[src/rtl/keyscan_pkg.sv]
// Shared constants, key-code type and slot priority helper for the keyboard scan decoder.
package keyscan_pkg;

    localparam int unsigned NUM_SLOTS       = 13;
    localparam int unsigned SLOT_PITCH      = 10;
    localparam int unsigned SLOT_CENTRE_OFS = 10;
    localparam int unsigned COUNT_W         = 10;

    typedef enum logic [3:0] {
        KEY_0     = 4'd0,
        KEY_1     = 4'd1,
        KEY_2     = 4'd2,
        KEY_3     = 4'd3,
        KEY_4     = 4'd4,
        KEY_5     = 4'd5,
        KEY_6     = 4'd6,
        KEY_7     = 4'd7,
        KEY_8     = 4'd8,
        KEY_9     = 4'd9,
        KEY_ENTER = 4'd10,
        KEY_CLOCK = 4'd11,
        KEY_ALARM = 4'd12
    } key_code_t;

    // Lowest set index wins; an all-zero frame maps to KEY_0.
    function automatic key_code_t lowest_set(input logic [12:0] bits);
        key_code_t code;
        code = KEY_0;
        for (int i = 12; i >= 0; i--) begin
            if (bits[i]) begin
                code = key_code_t'(4'(i));
            end
        end
        return code;
    endfunction

endpackage

[src/rtl/keyscan_debounce.sv]
// Frame debouncer: match counter, stable frame, new-press strobe and optional hold repeat.
// Hold auto-repeat is built only when KEYSCAN_HOLD_REPEAT_EN is defined.
module keyscan_debounce
    import keyscan_pkg::*;
#(
    parameter int unsigned DEBOUNCE_FRAMES = 3,
    parameter int unsigned REPEAT_FRAMES   = 20
) (
    input  logic                 clk,
    input  logic                 reset,
    input  logic                 commit,
    input  logic [NUM_SLOTS-1:0] raw,
    output logic [3:0]           key_code,
    output logic                 key_valid,
    output logic                 key_down,
    output logic                 frame_done
);

    localparam logic [3:0] DEB = 4'(DEBOUNCE_FRAMES);

    logic [NUM_SLOTS-1:0] prev_q, stable_q, stable_d, rise;
    logic [3:0]           match_q, match_d;
    key_code_t            code_q, code_d;
    logic                 valid_q, valid_d, done_q;

`ifdef KEYSCAN_HOLD_REPEAT_EN
    localparam logic [15:0] REP = 16'(REPEAT_FRAMES);
    logic [15:0] rep_q, rep_d;
`else
    localparam bit unused_repeat = (REPEAT_FRAMES != 0);
`endif

    always_comb begin
        match_d  = match_q;
        stable_d = stable_q;
        if (commit) begin
            if (raw == prev_q) begin
                match_d = (match_q >= DEB) ? DEB : match_q + 4'd1;
            end else begin
                match_d = 4'd1;
            end
            if (match_d == DEB && raw != stable_q) begin
                stable_d = raw;
            end
        end
        // rise can only be non-zero on a commit cycle
        rise    = stable_d & ~stable_q;
        valid_d = |rise;
        code_d  = code_q;
        if (valid_d) begin
            code_d = lowest_set(rise);
        end
`ifdef KEYSCAN_HOLD_REPEAT_EN
        rep_d = rep_q;
        if (commit) begin
            if (stable_d != stable_q) begin
                rep_d = '0;
            end else if (|stable_q) begin
                if (rep_q + 16'd1 == REP) begin
                    rep_d   = '0;
                    valid_d = 1'b1;
                    code_d  = lowest_set(stable_q);
                end else begin
                    rep_d = rep_q + 16'd1;
                end
            end
        end
`endif
    end

    always_ff @(posedge clk) begin
        if (reset) begin
            prev_q   <= '0;
            stable_q <= '0;
            match_q  <= '0;
            code_q   <= KEY_0;
            valid_q  <= 1'b0;
            done_q   <= 1'b0;
`ifdef KEYSCAN_HOLD_REPEAT_EN
            rep_q    <= '0;
`endif
        end else begin
            match_q  <= match_d;
            stable_q <= stable_d;
            if (commit) begin
                prev_q <= raw;
            end
            code_q  <= code_d;
            valid_q <= valid_d;
            done_q  <= commit;
`ifdef KEYSCAN_HOLD_REPEAT_EN
            rep_q   <= rep_d;
`endif
        end
    end

    assign key_code   = code_q;
    assign key_valid  = valid_q;
    assign key_down   = |stable_q;
    assign frame_done = done_q;

endmodule

[src/rtl/keyscan_decoder.sv]
// Scan-count driver and slot sampler for the keyboard multiplexer; feeds keyscan_debounce.
// Optional hold auto-repeat is enabled by defining KEYSCAN_HOLD_REPEAT_EN.
module keyscan_decoder
    import keyscan_pkg::*;
#(
    parameter int unsigned TICK_DIV        = 1,
    parameter int unsigned DEBOUNCE_FRAMES = 3,
    parameter int unsigned REPEAT_FRAMES   = 20
) (
    input  logic               clk,
    input  logic               reset,
    input  logic               signal,
    input  logic               scan_rst,
    output logic [COUNT_W-1:0] count,
    output logic [3:0]         key_code,
    output logic               key_valid,
    output logic               key_down,
    output logic               frame_done
);

    logic [15:0]          presc_q;
    logic                 step_en, commit;
    logic [COUNT_W-1:0]   count_q;
    logic [NUM_SLOTS-1:0] raw_q, raw_d, slot_hit;

    // TICK_DIV = 1 keeps presc_q at zero, so step_en is constantly high
    assign step_en = (presc_q == 16'(TICK_DIV - 1));
    assign commit  = step_en & scan_rst;

    always_comb begin
        slot_hit = '0;
        for (int unsigned k = 0; k < NUM_SLOTS; k++) begin
            slot_hit[k] = (count_q == COUNT_W'(SLOT_CENTRE_OFS + SLOT_PITCH * k));
        end
        raw_d = raw_q;
        if (step_en) begin
            if (scan_rst) begin
                raw_d = '0;
            end else begin
                for (int unsigned k = 0; k < NUM_SLOTS; k++) begin
                    if (slot_hit[k]) begin
                        raw_d[k] = signal;
                    end
                end
            end
        end
    end

    always_ff @(posedge clk) begin
        if (reset) begin
            presc_q <= '0;
            count_q <= '0;
            raw_q   <= '0;
        end else begin
            presc_q <= step_en ? 16'd0 : presc_q + 16'd1;
            if (step_en) begin
                count_q <= scan_rst ? '0 : count_q + 1'b1;
            end
            raw_q <= raw_d;
        end
    end

    assign count = count_q;

    keyscan_debounce #(
        .DEBOUNCE_FRAMES (DEBOUNCE_FRAMES),
        .REPEAT_FRAMES   (REPEAT_FRAMES)
    ) u_debounce (
        .clk        (clk),
        .reset      (reset),
        .commit     (commit),
        .raw        (raw_q),
        .key_code   (key_code),
        .key_valid  (key_valid),
        .key_down   (key_down),
        .frame_done (frame_done)
    );

endmodule
[config.mk]
export PLATFORM = sky130hd
export DESIGN_NAME = keyscan_decoder
export DESIGN_NICKNAME = d
export VERILOG_FILES = /design/src/rtl/keyscan_pkg.sv /design/src/rtl/keyscan_debounce.sv /design/src/rtl/keyscan_decoder.sv
export SDC_FILE = /design/constraint.sdc
export NUM_CORES = 1
export LEC_CHECK = 0
export ABC_AREA = 1
export CAP_MARGIN = 30
export CELL_PAD_IN_SITES_DETAIL_PLACEMENT = 0
export CELL_PAD_IN_SITES_GLOBAL_PLACEMENT = 1
export CORE_UTILIZATION = 45
export CTS_BUF_LIST = sky130_fd_sc_hd__clkbuf_4 sky130_fd_sc_hd__clkbuf_8
export DETAILED_ROUTE_END_ITERATION = 10
export HOLD_SLACK_MARGIN = 0.02
export PLACE_DENSITY_LB_ADDON = 0.1
export SYNTH_ARGS = -nofsm -noshare
export SYNTH_HDL_FRONTEND = slang
export SYNTH_SLANG_ARGS = --single-unit
[constraint.sdc]
create_clock -name clk -period 3.6 [get_ports clk]
set_input_delay 0.54 -clock clk [delete_from_list [all_inputs] [get_ports clk]]
set_output_delay 0.54 -clock clk [all_outputs]
set_load 0.05 [all_outputs]
# Word level (Yosys, flattened, before mapping)
# Index checks and enable logic that the tools add are counted.
op_classes:
  addsub: 3
  n_mul: 0
  n_div: 0
  order_cmp: 1
  eq_ne: 16
  n_shift: 0
  mux: 33
  bitwise: 3
  reduce_logical: 31
op_table:
  columns: ["operator", "count"]
  rows:
  - ["2-to-1 mux 4 bit", 16]
  - ["== test 10 x 7 -> 1 bit, second input constant", 6]
  - ["2-to-1 mux 13 bit", 3]
  - ["== test 10 x 6 -> 1 bit, second input constant", 3]
  - ["AND reduction 2 bit", 13]
  - ["nonzero test 2 bit", 13]
  - ["OR reduction 13 bit", 2]
  - ["== test 10 x 5 -> 1 bit, second input constant", 2]
  - ["adder 16 x 1 -> 16 bit, second input constant", 1]
  - ["zero test 16 bit", 1]
  - ["bitwise AND 13 bit", 1]
  - ["== test 13 bit", 1]
  - ["2-to-1 mux 1 bit", 13]
  - ["inequality test 13 bit", 1]
  - ["inverter 13 bit", 1]
  - ["adder 10 x 1 -> 10 bit, second input constant", 1]
  - ["== test 10 x 4 -> 1 bit, second input constant", 1]
  - ["== test 10 x 8 -> 1 bit, second input constant", 1]
  - ["2-to-1 mux 10 bit", 1]
  - ["adder 4 x 1 -> 4 bit, second input constant", 1]
  - ["== test 4 x 2 -> 1 bit, second input constant", 1]
  - [">= comparator 4 x 2 -> 1 bit, second input constant", 1]
  - ["OR reduction 2 bit", 1]
  - ["bitwise AND 1 bit", 1]
  - ["logical AND 1 bit", 1]
totals:
  reg_bits: 75
  latchBits: 0
  ram_bits: 0
  mem_bits_ro: 0
  inputBits: 4
  output_inout_bits: 17
  n_memories: 0

# Depth between registers and ports, before layout
# Gate-level depths: netlist (run 1).
logic_depth:
  ltp_word: 22
  ltp_mapped: 23

# Hierarchy
# Synthesis (run 1) repeated with hierarchy kept, for this count alone.
hier_totals:
  hier_cells: 629
  area_unflattened_um2: 4106.4
by_module_without_submodules:
  columns: ["module", "instances", "cells_per_inst", "area_each_um2", "seq_area_each_um2"]
  rows:
  - ["keyscan_decoder", 1, 343, 2165.8, 780.7]
  - ["keyscan_debounce", 1, 286, 1940.6, 720.7]

# Worst setup path before layout (run 1)
# No wires, ideal clock.
synth_timing:
  path_type: "reg-to-reg"
  start: "reg presc_q[0]"
  end: "reg u_debounce.code_q[1] (netlist: u_debounce.key_code[1])"
  setup_ns: 0.059
  arrival_time_ns: 1.923
  required_time_ns: 3.541
  path_slack_ns: 1.618
  stages_incl_launch_ff: 18
  path_buffers: 1
  period_less_slack_ns: 1.982
  cell_sequence: "dfxtp_1 > inv_1 > ha_1 > nand3_1 > nor2_2 > nand3_2 > nor2_2 > nand3_2 > nor2_4 > buf_6 > nand2_2 > nor2_4 > nor3_2 > nand2_1 > nor2_1 > nor3_2 > o211ai_1 > nand2_1"
synth_via:
  elab_chain_len: 16
  word_cells_on_any_way: 17
synth_rtl:
  columns: ["element", "line", "text"]
  rows:
  - ["from (decl)", "keyscan_decoder.sv:21", "logic [15:0] presc_q;"]
  - ["from (signal assigned)", "keyscan_decoder.sv:55", "presc_q <= step_en ? 16'd0 : presc_q + 16'd1;"]
  - ["zero test 16 bit *", "keyscan_decoder.sv:27", "assign step_en = (presc_q == 16'(TICK_DIV - 1));"]
  - ["bitwise AND 1 bit *", "keyscan_decoder.sv:28", "assign commit = step_en & scan_rst;"]
  - ["2-to-1 mux 13 bit *", "keyscan_debounce.sv:36", "if (commit) begin"]
  - ["bitwise AND 13 bit *", "keyscan_debounce.sv:47", "rise = stable_d & ~stable_q;"]
  - ["2-to-1 mux 4 bit (12 in series)", "keyscan_pkg.sv:30", "if (bits[i]) begin"]
  - ["to (signal assigned)", "keyscan_debounce.sv:88", "code_q <= code_d;"]
  - ["to (decl)", "keyscan_debounce.sv:23", "key_code_t code_q, code_d;"]
# Every way passes the cells marked *; elsewhere a longest branch is shown, timed or not.
# A chain may end at the register's enable or synchronous reset.

# Final worst setup path (run 1)
layout_timing:
  start: "reg raw_q[7]"
  end: "reg u_debounce.code_q[1] (netlist: u_debounce.key_code[1])"
layout_via:
  elab_chain_len: 20
  word_cells_on_any_way: 22
layout_rtl:
  columns: ["element", "line", "text"]
  rows:
  - ["from (decl)", "keyscan_decoder.sv:24", "logic [NUM_SLOTS-1:0] raw_q, raw_d, slot_hit;"]
  - ["from (signal assigned)", "keyscan_decoder.sv:59", "raw_q <= raw_d;"]
  - ["== test 13 bit", "keyscan_debounce.sv:37", "if (raw == prev_q) begin"]
  - ["2-to-1 mux 4 bit", "keyscan_debounce.sv:37", null]
  - ["2-to-1 mux 4 bit", "keyscan_debounce.sv:36", null]
  - ["== test 4 x 2 -> 1 bit", "keyscan_debounce.sv:42", "if (match_d == DEB && raw != stable_q) begin"]
  - ["logical AND 1 bit", "keyscan_debounce.sv:42", null]
  - ["2-to-1 mux 13 bit *", "keyscan_debounce.sv:42", null]
  - ["2-to-1 mux 13 bit *", "keyscan_debounce.sv:36", null]
  - ["bitwise AND 13 bit *", "keyscan_debounce.sv:47", null]
  - ["2-to-1 mux 4 bit (12 in series)", "keyscan_pkg.sv:30", null]
# Every way passes the cells marked *; elsewhere a longest branch is shown, timed or not. The select of a mux whose other input is x is not followed.

==> impl_metrics.yaml, run 1 <==
power:
  pwr-share-comb_pct: 14.7
  total_leakage_power_nw: 1.75
  clockPowerShare_pct: 37.7
  powerDensity_nw_per_um2: 426
  power.switching_mw: 0.552
  swShare_pct: 30.1
  power_mw: 1.84
  seqPwrFrac_pct: 47.6
  ir_worst_vdd_mv: 0.224
  internal_power_mw: 1.28
sta:
  clock_skew_ps: 11.7
  grt_setup_unrepaired: "no"
  relSlewSlack_pct: 57.0
  timing.final.ws_setup_ps: 970
  hold_viol: 0
  fin_crit_sh_pct: 73.1
  fmax_mhz: 380
  setup_tns_ps: 0
  tightest_slew_ps: 642
  finalSetupViolCount: 0
  drv_slew: 0
  period_minus_slack_ps: 2630
grt:
  grt_pass1_wl_um: 14800
  grt_max_degree: 23
  grt_use_met1_pct: 27.9
  met2_usage_pct: 37.2
  grt_pass1_vias: 3196
  grt_antenna_before_repair: 0
  grt_overflow: 0
  use_met3_pct: 4.29
  grt_use_total_pct: 22.1
  top_usage_layer: "met2"
route:
  drtAntennaViolNets: 0
  drt_first_pass_iters: 4
  drt-initial-drc-count: 148
  routed_wl_um: 9180
  vias_per_cell: 5.07
  via_count: 3547
  drc: 0
  routedWlPerCell_um: 13.1
clock_tree:
  cts_made_buffers: 9
  h-tree-depth: 3
  cts_sinks: 75
  clk_root_buffer_cell: "clkbuf_8"
  clockBufferDepth: 2
  clk_latency_ps: 350
  cts_hold_buffers: 0
  post_cts_resized: 0
  post_cts_buffers: 0
  cts_tree: "built"
  path_clk_slew_ps: 90
worst_setup_path:
  crit_path_start_kind: "flop"
  crit_required_ps: 3890
  reg2reg_slack_ps: 970
  crit_type: "reg -> reg"
  endpoint_kind: "flop"
  path_max_fanout: 22
  arrival_ps: 2920
final_layout:
  fin_area_sq_um: 4310
  fillers: 821
  layout.nets: 599
  area_delta_synth_final_pct: 13.5
  n_antenna_cell: 0
  drive_above_1_share_pct: 8.92
place:
  gp_congestion: 0.872
  port_buffers: 20
  place_ws_ps: 791
  hpwlAfterDp_um: 6800
  placed_cell_area_sq_um: 4100
logic_synthesis:
  ys_warn_count: 0
  synth_common_cells: "135 x nand2_1, 75 x dfxtp_1, 71 x inv_1"
  seq_area_frac_synth_pct: 39.5
  syn_inst: 567
  synth.net_count: 577
  synth.avg_cell_area_sq_um: 6.70
  syn-cell-area_sq_um: 3800
  synth_edf_count: 0
  synth_most_common_cell: "nand2_1"
  dominantRegCellSynth: "dfxtp_1"
  synth_cell_types: 34
  async_flop_share_pct: 0
  synthTopCellsByArea: "dfxtp_1 40%, nand2_1 13%, inv_1 7.0%"
  synth_top_area_cell: "dfxtp_1"
  ys_ff_latch: 75
  yosys.area.top_type_share_pct: 39.5
die:
  num_rows: 33
  core_area_sq_um: 8180
  chipWidth_um: 93.9
  initial_core_util_pct: 46.4
  chipHeight_um: 93.9
  die_area_sq_um: 8810
  io_pins: 21
min_path:
  hold_path.class: "reg -> reg"
flow_run:
  max_cap_violations: 0
run_status:
  status: "finished, final reports clean"
## worst max-delay path, stage by stage (launching register included)
cell and delay [ps]:
dfxtp_1 510, inv_2 130, nand2_1 80, o21ai_1 70, nor2_1 90, nand3_1 140, nor2_4 160, nand3_2 120
nor2_4 400, inv_2 140, nor2_2 120, nand2_1 80, nand2_1 80, nor2_1 60, nand2_1 50, nor2_1 50
nor3_2 130, o211ai_1 110, nand2_1 60
## path summary, 6_finish.rpt
check	startpoint	endpoint	cells past startpoint
hold / removal	u_debounce.match_q[2]$_SDFFE_PP0P_	u_debounce.match_q[2]$_SDFFE_PP0P_	2
hold reg to reg	u_debounce.match_q[2]$_SDFFE_PP0P_	u_debounce.match_q[2]$_SDFFE_PP0P_	2
setup / recovery	raw_q[7]$_SDFFE_PP0P_	u_debounce.key_code[1]$_SDFFE_PP0P_	18
setup reg to reg	raw_q[7]$_SDFFE_PP0P_	u_debounce.key_code[1]$_SDFFE_PP0P_	18
## placed cells by master, fill, tap and decap left out, types with 2 or more instances in the layout
master           Yosys  layout
o22ai_1             11      11
inv_6                0       2
nor3b_1              3       3
nor2_4               3       3
clkinvlp_4           0       2
xor2_1               4       4
inv_2               13      13
nand2_2              3       3
nand3_2              3       3
ha_1                 6       6
nor2_2               6       6
dfxtp_1             75      75
buf_4                0       4
clkinv_1             2       2
nand2_1            135     135
clkdlybuf4s50_1      0      20
a21oi_1             46      46
nor3_2               4       4
clkbuf_8             0      10
nor4_1               5       5
nand4_1             13      13
and3_1               4       4
nand3b_1             2       2
nor2_1              61      61
inv_1               71      71
nor3_1              14      14
nand3_1             24      24
o21ai_0             39      39
## flip-flops by register name, summed over array words and instances, names as in the netlist
name,flops
u_debounce.prev_q,13
u_debounce.key_code,4
u_debounce.stable_q,13
raw_q,13
count,10
u_debounce.match_q,4
presc_q,16
u_debounce.frame_done,1
u_debounce.key_valid,1
## layer usage
| metal | share of wire, % | wire, um |
|---|---|---|
| met3 | 4.3 | 396 |
| met5 | 0 | 0 |
| met2 | 47 | 4290 |
| met1 | 47 | 4290 |
| met4 | 2.1 | 197 |
## final cells by class
type                       instances  area (sq um)  area share, %
multi-input combinational        393          1920           44.4
clock buffer                      10           138           3.19
inverter                          86           323           7.49
clock inverter                     6          71.3           1.65
tap                              105           131           3.05
sequential                        75          1500           34.8
timing repair buffer              24           230           5.34
## power groups by stage
stage	Sequential (mW)	Clock, mW	Combinational [mW]
6_report	0.874	0.692	0.271
5_1_grt	0.877	0.746	0.295
2_1_floorplan	0.893	0	0.199
3_5_place_dp	0.892	0	0.269
4_1_cts	0.873	0.709	0.270
3_3_place_gp	0.891	0	0.269
## per-stage QoR
stage | instances | utilization [%] | hold slack (ps)
6_report | 699 | 52.7 | 437
5_1_grt | 699 | 52.7 | 459
4_1_cts | 699 | 52.7 | 438
3_5_place_dp | 683 | 50.2 | 423
3_3_place_gp | 683 | 50.2 | 420
2_1_floorplan | 567 | - | 409
## cells by family after synthesis
family	Yosys count	synth area share [%]
simple gates	280	33.2
compound gates	103	14.3
flops	75	39.5
buf+inv	99	10.0
fa+ha+maj	6	1.98
xor+xnor	4	0.922
(Power assumes the default switching activity.)
==> run 2: changes to the inputs <==
CORE_UTILIZATION = 44   (was 45)
clock period = 2.55 ns   (was 3.6 ns; I/O delays follow)
==> run 2 against run 1 <==
  * Fmax increased by 13%
  * Critical path depth grew 5
  * Design area increased by 2.4%
  * Clock power up 52%
  * Flip-flop and latch count unchanged
  * Total power is 47% higher
  * Cell count grew 1.4%
  * Sequential share of layout area down 0.74 points
  * Sequential power up 41%
  * Clock-buffer cell count grew 2
  * Utilization increased by 0.43 points
  * Critical endpoint is now u_debounce.key_code[0]$_SDFFE_PP0P_
  * Setup slack worse by 750 ps
  * Highest routed layer unchanged
==> impl_metrics.yaml, run 2 (synthesis gave the netlist of run 1 again) <==
run_status:
  status: "finished, final reports clean"
worst_setup_path:
  r2r-end: "u_debounce.key_code[0]$_SDFFE_PP0P_"
  path_max_fanout: 5
  crit_required_ps: 2850
  crit_start: "raw_q[2]$_SDFFE_PP0P_"
  crit_buf_inv: 3
  arrival_ps: 2630
  path_cells: "inv_1 -> nand2_1 -> nand2_1 -> clkinv_1 -> nand2_1 -> nor2_2 -> nand2_2 -> nor2_4 -> nand3_2 -> nor2_4 -> buf_4 -> nand4_1 -> nand2_1 -> nand2_1 -> nand2_1 -> nand2_1 -> nand2_1 -> nand2_1 -> nand2_1 -> nand2_1 -> nand2_1 -> nand2_1 -> nand2_1"
  crit_top_cell: "nand2_1"
  r2r_start: "raw_q[2]$_SDFFE_PP0P_"
  crit_type: "reg -> reg"
  endpoint_kind: "flop"
  r2r_cells: 23
  cp_top_family: "simple AND/OR/NAND/NOR gates"
  slowest_delay_ps: 430
  reg2reg_slack_ps: 220
  crit_path_start_kind: "flop"
  cpMaxStageDelayCell: "dfxtp_1"
sta:
  finalSetupViolCount: 0
  grt_setup_unrepaired: "no"
  timing.final.ws_setup_ps: 218
  setup_tns_ps: 0
  period_minus_slack_ps: 2330
  drv_slew: 0
  relSlewSlack_pct: 53.3
  fin_crit_sh_pct: 91.4
  fmax_mhz: 429
  clock_skew_ps: 8.01
  tightest_slew_ps: 697
  hold_viol: 0
die:
  chipWidth_um: 94.9
  chipHeight_um: 94.9
  io_pins: 21
  num_rows: 33
  initial_core_util_pct: 45.8
  core_area_sq_um: 8300
  die_area_sq_um: 9010
flow_run:
  max_cap_violations: 0
place:
  hpwlAfterDp_um: 6870
  port_buffers: 20
  dp.cells: 692
  gp_congestion: 0.825
  placed_cell_area_sq_um: 4170
  place_ws_ps: 96.7
clock_tree:
  clk_latency_ps: 360
  cts_made_buffers: 9
  clockBufferDepth: 2
  h-tree-depth: 3
  cts_tree: "built"
  clk_root_buffer_cell: "clkbuf_8"
  cts_sinks: 75
  path_clk_slew_ps: 80
min_path:
  min_to: "u_debounce.match_q[2]$_SDFFE_PP0P_"
  min-delay-start: "u_debounce.match_q[2]$_SDFFE_PP0P_"
  hold_path.class: "reg -> reg"
  whs_path_depth: 2
final_layout:
  largest_register: "presc_q"
  fin_area_sq_um: 4410
  final_cell_mix: "135 x nand2_1, 73 x dfxtp_1, 71 x inv_1, 61 x nor2_1, 46 x a21oi_1"
  largest_reg_flops: 16
  area_delta_synth_final_pct: 16.2
  layout.nets: 609
  final_cell_count_no_fill: 709
  fin_util_pct: 53.2
  n_antenna_cell: 0
  drive_above_1_share_pct: 10.8
  layout.cells.most_common: "nand2_1"
route:
  drc: 0
  drtAntennaViolNets: 0
  routedWlPerCell_um: 13.0
  vias_per_cell: 4.96
  via_count: 3517
  routed_wl_um: 9190
  drt-initial-drc-count: 133
  drt_first_pass_iters: 4
grt:
  grt_use_total_pct: 22.1
  grt_pass1_wl_um: 15200
  grt_max_degree: 26
  grt_pass1_vias: 3247
  grt_antenna_before_repair: 0
  grt_overflow: 0
power:
  total_leakage_power_nw: 1.83
  ir_worst_vdd_mv: 0.295
  powerDensity_nw_per_um2: 613
-- run 2: cell count changes in the layout (fill, tap and decap cells not counted) --
cell	previous run	this run
clkinvlp_4	2	0
dlymetal6s2s_1	0	1
buf_4	4	13
clkdlybuf4s50_1	20	19
clkbuf_4	0	2
inv_6	2	0
nor2_4	3	4
bufinv_16	1	2
clkinv_2	0	1
dfxtp_2	0	2
dfxtp_1	75	73
-- run 2: area by class of cell --
type                            instances  area (sq um)
Timing Repair Buffer                   33           300
Fill cell                             846          3890
Clock buffer                           12           153
Multi-Input combinational cell        394          1930
Sequential cell                        75          1500
Clock inverter                          4          73.8
Inverter                               86           323
Tap cell                              105           131
-- run 2: per-layer routing --
metal	up-vias	GRT usage [%]	wire [um]
met5	-	0	0
li1	1894	-	-
met2	55	36.2	4310
met3	8	4.91	358
met4	0	8.59	112
met1	1560	28.2	4410
-- run 2: worst max path at each step --
stage	end	slack, ps	cells past startpoint
finish	u_debounce.key_code[0]$_SDFFE_PP0P_	220	23
global placement	u_debounce.key_code[1]$_SDFFE_PP0P_	140	14
global route	u_debounce.key_code[1]$_SDFFE_PP0P_	5	18
floorplan	u_debounce.key_code[1]$_SDFFE_PP0P_	570	17
CTS	key_down	30	3
detailed placement	u_debounce.key_code[1]$_SDFFE_PP0P_	100	14
-- run 2: what timing repair did --
item	in CTS	in global routing
resized for setup	0	4
buffers inserted	0	0
endpoints found under the setup margin	0	3
hold buffers	0	0
-- run 2: report_power, final --
part	total, mW	internal (mW)	switching [mW]
sequential	1.23	1.20	0.0306
clock	1.05	0.600	0.447
combinational	0.422	0.139	0.282
total	2.70	1.94	0.760
-- run 2: metrics by stage --
step	hold slack (ps)	power, mW
after floorplan	409	1.54
after global placement	420	1.66
after detailed placement	423	1.66
after CTS	435	2.71
after global routing	474	2.82
final	432	2.70
-- run 2: worst min-delay path, delay by kind of cell, from the launching register on --
kind | cells | cell delay (ps)
buffers and inverters | 1 | 50
DFF | 1 | 320
and+or+nand+nor | 1 | 30
